`src/rtl/alu_req_arbiter.sv`:
```
// Round-robin front end for one registered ALU shared by two requesters.
// One operation in flight at a time; the result returns on a single tagged response channel.
module alu_req_arbiter #(
    parameter int IN_DATA_WIDTH   = 16,
    parameter int OUT_ARITH_WIDTH = 2*IN_DATA_WIDTH
) (
    input  logic                       CLK,
    input  logic                       RST,
    input  logic                       req0_valid,
    input  logic                       req1_valid,
    output logic                       req0_ready,
    output logic                       req1_ready,
    input  logic [IN_DATA_WIDTH-1:0]   req0_a,
    input  logic [IN_DATA_WIDTH-1:0]   req0_b,
    input  logic [IN_DATA_WIDTH-1:0]   req1_a,
    input  logic [IN_DATA_WIDTH-1:0]   req1_b,
    input  logic [3:0]                 req0_fun,
    input  logic [3:0]                 req1_fun,
    output logic                       rsp_valid,
    input  logic                       rsp_ready,
    output logic                       rsp_id,
    output logic [OUT_ARITH_WIDTH-1:0] rsp_data,
    output logic [3:0]                 rsp_flags,
    output logic                       rsp_carry,
    output logic                       rsp_err,
    output logic [IN_DATA_WIDTH-1:0]   alu_a,
    output logic [IN_DATA_WIDTH-1:0]   alu_b,
    output logic [3:0]                 alu_fun,
    input  logic [OUT_ARITH_WIDTH-1:0] alu_arith_out,
    input  logic                       alu_carry_out,
    input  logic                       alu_arith_flag,
    input  logic                       alu_logic_flag,
    input  logic                       alu_cmp_flag,
    input  logic                       alu_shift_flag,
    input  logic [IN_DATA_WIDTH-1:0]   alu_logic_out,
    input  logic [IN_DATA_WIDTH-1:0]   alu_cmp_out,
    input  logic [IN_DATA_WIDTH-1:0]   alu_shift_out,
    output logic                       busy,
    output logic [1:0]                 dbg_state
);

    // Handshake: a transfer happens on a rising edge where valid and ready are both high.
    typedef enum logic [1:0] {IDLE = 2'd0, EXEC = 2'd1, CAPT = 2'd2, RESP = 2'd3} state_e;

    localparam logic [3:0] FUN_NOP = 4'b1000;
    localparam logic [3:0] FUN_DIV = 4'b0011;

    state_e                       state_q, state_d;
    logic                         last_grant_q;
    logic [3:0]                   op_fun_q;
    logic [IN_DATA_WIDTH-1:0]     alu_a_q, alu_b_q;
    logic [3:0]                   alu_fun_q;
    logic                         rsp_id_q, rsp_carry_q, rsp_err_q;
    logic [OUT_ARITH_WIDTH-1:0]   rsp_data_q;
    logic [3:0]                   rsp_flags_q;

    logic                         is_idle, grant0, grant1, accept, sel_id, sel_div0;
    logic [IN_DATA_WIDTH-1:0]     sel_a, sel_b;
    logic [3:0]                   sel_fun;
    logic [OUT_ARITH_WIDTH-1:0]   capt_data;
    logic [3:0]                   capt_flags, exp_flags;

    // On a tie the requester that was not granted last time wins.
    always_comb begin
        is_idle  = (state_q == IDLE);
        grant0   = req0_valid & (~req1_valid | last_grant_q);
        grant1   = req1_valid & (~req0_valid | ~last_grant_q);
        accept   = is_idle & (grant0 | grant1);
        sel_id   = ~grant0;
        sel_a    = sel_id ? req1_a   : req0_a;
        sel_b    = sel_id ? req1_b   : req0_b;
        sel_fun  = sel_id ? req1_fun : req0_fun;
        sel_div0 = (sel_fun == FUN_DIV) && (sel_b == '0);
    end

    always_comb begin
        capt_flags = {alu_arith_flag, alu_logic_flag, alu_cmp_flag, alu_shift_flag};
        exp_flags  = 4'b1000 >> op_fun_q[3:2];
        case (op_fun_q[3:2])
            2'b00:   capt_data = alu_arith_out;
            2'b01:   capt_data = OUT_ARITH_WIDTH'(alu_logic_out);
            2'b10:   capt_data = OUT_ARITH_WIDTH'(alu_cmp_out);
            default: capt_data = OUT_ARITH_WIDTH'(alu_shift_out);
        endcase
    end

    always_ff @(posedge CLK or negedge RST) begin
        if (!RST) state_q <= IDLE;
        else      state_q <= state_d;
    end

    always_comb begin
        state_d = state_q;
        case (state_q)
            IDLE:    if (accept) state_d = sel_div0 ? RESP : EXEC;
            EXEC:    state_d = CAPT;
            CAPT:    state_d = RESP;
            RESP:    if (rsp_ready) state_d = IDLE;
            default: state_d = IDLE;
        endcase
    end

    always_comb begin
        req0_ready = is_idle & grant0;
        req1_ready = is_idle & grant1;
        rsp_valid  = (state_q == RESP);
        busy       = ~is_idle;
        dbg_state  = state_q;
        alu_a      = alu_a_q;
        alu_b      = alu_b_q;
        alu_fun    = alu_fun_q;
        rsp_id     = rsp_id_q;
        rsp_data   = rsp_data_q;
        rsp_flags  = rsp_flags_q;
        rsp_carry  = rsp_carry_q;
        rsp_err    = rsp_err_q;
    end

    always_ff @(posedge CLK or negedge RST) begin
        if (!RST) begin
            last_grant_q <= 1'b1;
            op_fun_q     <= FUN_NOP;
            alu_a_q      <= '0;
            alu_b_q      <= '0;
            alu_fun_q    <= FUN_NOP;
            rsp_id_q     <= 1'b0;
            rsp_data_q   <= '0;
            rsp_flags_q  <= '0;
            rsp_carry_q  <= 1'b0;
            rsp_err_q    <= 1'b0;
        end else begin
            if (accept) begin
                last_grant_q <= sel_id;
                rsp_id_q     <= sel_id;
                op_fun_q     <= sel_fun;
                // A zero divisor never reaches the ALU; the error response is built here.
                if (sel_div0) begin
                    rsp_err_q   <= 1'b1;
                    rsp_data_q  <= '0;
                    rsp_flags_q <= '0;
                    rsp_carry_q <= 1'b0;
                end else begin
                    alu_a_q   <= sel_a;
                    alu_b_q   <= sel_b;
                    alu_fun_q <= sel_fun;
                end
            end
            if (state_q == CAPT) begin
                rsp_data_q  <= capt_data;
                rsp_flags_q <= capt_flags;
                rsp_carry_q <= alu_carry_out;
                rsp_err_q   <= (capt_flags != exp_flags);
                alu_a_q     <= '0;
                alu_b_q     <= '0;
                alu_fun_q   <= FUN_NOP;
            end
        end
    end

endmodule

```
`config.mk`:
```
export PLATFORM = sky130hd
export DESIGN_NAME = alu_req_arbiter
export DESIGN_NICKNAME = d
export VERILOG_FILES = /design/src/rtl/alu_req_arbiter.sv
export SDC_FILE = /design/constraint.sdc
export NUM_CORES = 1
export LEC_CHECK = 0
export ABC_AREA = 1
export CAP_MARGIN = 10
export CORE_MARGIN = 4
export CORE_UTILIZATION = 42
export DETAILED_ROUTE_END_ITERATION = 8
export PLACE_DENSITY_LB_ADDON = 0.05
export SLEW_MARGIN = 25
export SYNTH_ARGS = -nofsm -noshare
export SYNTH_HDL_FRONTEND = slang
export SYNTH_SLANG_ARGS = --single-unit
```
`constraint.sdc`:
```
create_clock -name CLK -period 5.65 [get_ports CLK]
set_clock_uncertainty 0.05 [all_clocks]
set_input_delay 1.13 -clock CLK [delete_from_list [all_inputs] [get_ports CLK]]
set_output_delay 1.13 -clock CLK [all_outputs]
set_load 0.01 [all_outputs]
```
==> flow_metrics.env <==
export IMPL_rsz0062_at_grt="false"
export IMPL_yosys_area_top_type="dfrtp_1"
export IMPL_path_class="input port to output port"
export IMPL_vdd_drop_max_mv=0.199
export IMPL_tns_ps=0
export IMPL_clockRootBuffer="clkbuf_8"
export IMPL_yosys_top_cells_area="dfrtp_1 44%, nand2_1 21%, nand3_1 6.8%, nand4_1 5.6%, mux2_2 4.1%"
export IMPL_antenna_found_initial=0
export IMPL_drt_iter0_markers=239
export IMPL_power_density_mw_per_mm2=453
export IMPL_end_kind="output port"
export IMPL_grt_pass1_wl_mm=22.1
export IMPL_gp_congestion=0.815
export IMPL_fmax_mhz=238
export IMPL_start_util_pct=42.9
export IMPL_crit_arrival_ps=3030
export IMPL_clock_sinks=80
export IMPL_coreArea_mm2=0.0102
export IMPL_syn_nets=731
export IMPL_cts_setup_buffers=0
export IMPL_synth_flop_cell="dfrtp_1"
export IMPL_antenna_cells=0
export IMPL_ioPinCount=243
export IMPL_cts_buffers=9
export IMPL_slew_headroom_pct=36.4
export IMPL_grt_max_degree=81
export IMPL_tritoncts="built"
export IMPL_yosys_top_cells_count="240 x nand2_1, 77 x dfrtp_1, 60 x nand3_1, 39 x nand4_1, 25 x nor2_1"
export IMPL_async_reset_ff_share_pct=100
export IMPL_stdcell_count=925
export IMPL_clock_latency_ps=340
export IMPL_track_usage_pct=23.0
export IMPL_ys_seq_area_share_pct=45.7
export IMPL_viasPerCell=5.13
export IMPL_synth_seq_cells=80
export IMPL_p_clk_share_pct=14.9
export IMPL_dp_slack_ps=1360
export IMPL_drt_wl_total_mm=14.8
export IMPL_vias=4744
export IMPL_drcViolationCount=0
export IMPL_post_cts_resized=0
export IMPL_dieArea_mm2=0.0122
export IMPL_synth_enable_flop_cells=0
export IMPL_switching_share_pct=40.7
export IMPL_io_buffers=242
export IMPL_clockBufferDepth=2
export IMPL_dpl_cell_area_mm2=0.00682
export IMPL_drive_above_1_share_pct=6.59
export IMPL_grt_overflow=0
export IMPL_fp_dieW_um=110
export IMPL_totalPowerFinal_mw=3.19
export IMPL_drv_slew=0
export IMPL_htree_num_levels=3
export IMPL_worst_pin_slew_ps=955
export IMPL_status="complete, no violations"
export IMPL_die_h_um=110
export IMPL_synth_cells=565
export IMPL_dp_hpwl_mm=11.0
export IMPL_cp_start_kind="input port"
export IMPL_synth_top_area_share_pct=43.9
export IMPL_post_route_min_period_ps=4210
export IMPL_firstDrtPassIters=5
export IMPL_detail_route_wl_per_cell_um=16.0
export IMPL_placed_cells=909
export IMPL_syn_to_final_growth_pct=60.6
export IMPL_synth_cell_types=31
export IMPL_setup_viol=0
export IMPL_cp_required_ps=4470
export IMPL_fin_util_pct=68.9
export IMPL_clkSlewWorstSetupHoldPaths_ps=80
export IMPL_netSwitchingPower_mw=1.30
export IMPL_intPower_mw=1.89
export IMPL_layout_setup_ws_ps=1440
export IMPL_ys_warn_count=0
export IMPL_final_nets=950
export IMPL_grt_pass1_vias=4500
export IMPL_finalCritPeriodShare_pct=74.5
export IMPL_cts_hold_buf=0
export IMPL_drtAntennaViolNets=0
export IMPL_synth_most_common_cell="nand2_1"
export IMPL_whs_ps=424
export IMPL_p_leak_nw=3.28
export IMPL_std_cell_rows=37
export IMPL_postSynthAreaPerCell_um2=7.77
export IMPL_synth_area_mm2=0.00439
export IMPL_pwr_share_seq_pct=30.8
export IMPL_worstPathMaxFanout=39
export IMPL_finalHoldViolations=0
export IMPL_maxCapViolCount=0
export IMPL_hp_class="flip-flop to flip-flop"
export IMPL_comb_power_share_pct=54.3
export IMPL_final_area_mm2=0.00705
-- cell type report --
cell class                      instances  area, µm²
Fill cell                             862       3180
Timing Repair Buffer                  245       2450
Multi-Input combinational cell        431       2130
Sequential cell                        80       2010
Tap cell                              136        170
Clock buffer                           10        138
Clock inverter                          6       90.1
Inverter                               17       66.3
-- final timing paths --
check	from	end	slack, ps	cells after the start
max reg2reg	last_grant_q$_DFFE_PN1P_	rsp_data[29]$_DFFE_PN0P_	2480	11
min reg2reg	rsp_data[5]$_DFFE_PN0P_	rsp_data[5]$_DFFE_PN0P_	420	2
max in group asynchronous	RST	alu_b[5]$_DFFE_PN0P_	4280	1
max	req1_valid	req0_ready	1440	5
min in group asynchronous	RST	rsp_data[18]$_DFFE_PN0P_	760	1
min	rsp_data[5]$_DFFE_PN0P_	rsp_data[5]$_DFFE_PN0P_	420	2
-- state kept, by name, indices dropped and copies added (netlist names) --
name,cells
alu_fun,4
alu_a,16
rsp_data,32
op_fun_q,2
rsp_carry,1
last_grant_q,1
rsp_flags,4
rsp_err,1
dbg_state,2
rsp_id,1
alu_b,16
-- power groups by stage --
stage | Clock [mW] | Sequential (mW) | Combinational (mW)
2_1_floorplan | 0 | 1.07 | 0.847
3_3_place_gp | 0 | 0.983 | 1.71
3_5_place_dp | 0 | 0.992 | 1.75
4_1_cts | 0.487 | 0.984 | 1.75
5_1_grt | 0.507 | 1.02 | 1.91
6_report | 0.476 | 0.984 | 1.73
-- cell usage in the layout (no fill, tap or decap), types with 4 or more instances in the layout --
cell type,synthesis,routed
inv_1,15,14
clkdlybuf4s50_1,0,241
mux2_2,16,16
dfrtp_1,77,77
nor2_1,25,25
o211ai_1,11,11
a221oi_1,11,11
nand2_1,240,240
ha_1,4,4
nand3_1,60,60
nand4_1,39,39
o21ai_0,5,5
clkbuf_8,0,10
-- logic make-up after synthesis --
| family | synth area share, % |
|---|---|
| buffers and inverters | 5.84 |
| and+or+nand+nor | 37.1 |
| AOI/OAI and AO/OA | 5.36 |
| DFF | 45.7 |
| muxes | 4.10 |
| xor gates and xnor gates | 0.798 |
| adders and majority gates | 1.14 |
-- layer usage --
layer | wire length (µm) | share of wire, % | GRT usage (%)
met4 | 263 | 1.8 | 7.56
met3 | 1420 | 9.6 | 5.42
met5 | 0 | 0 | 0
met1 | 5730 | 39 | 27.9
met2 | 7380 | 50 | 40.3
-- critical path, stage by stage --
cell and delay, ps:
clkdlybuf4s50_1 480, nand2_4 240, nand2_4 310, nor2_1 270, clkdlybuf4s50_1 580
(Power assumes the default switching activity.)
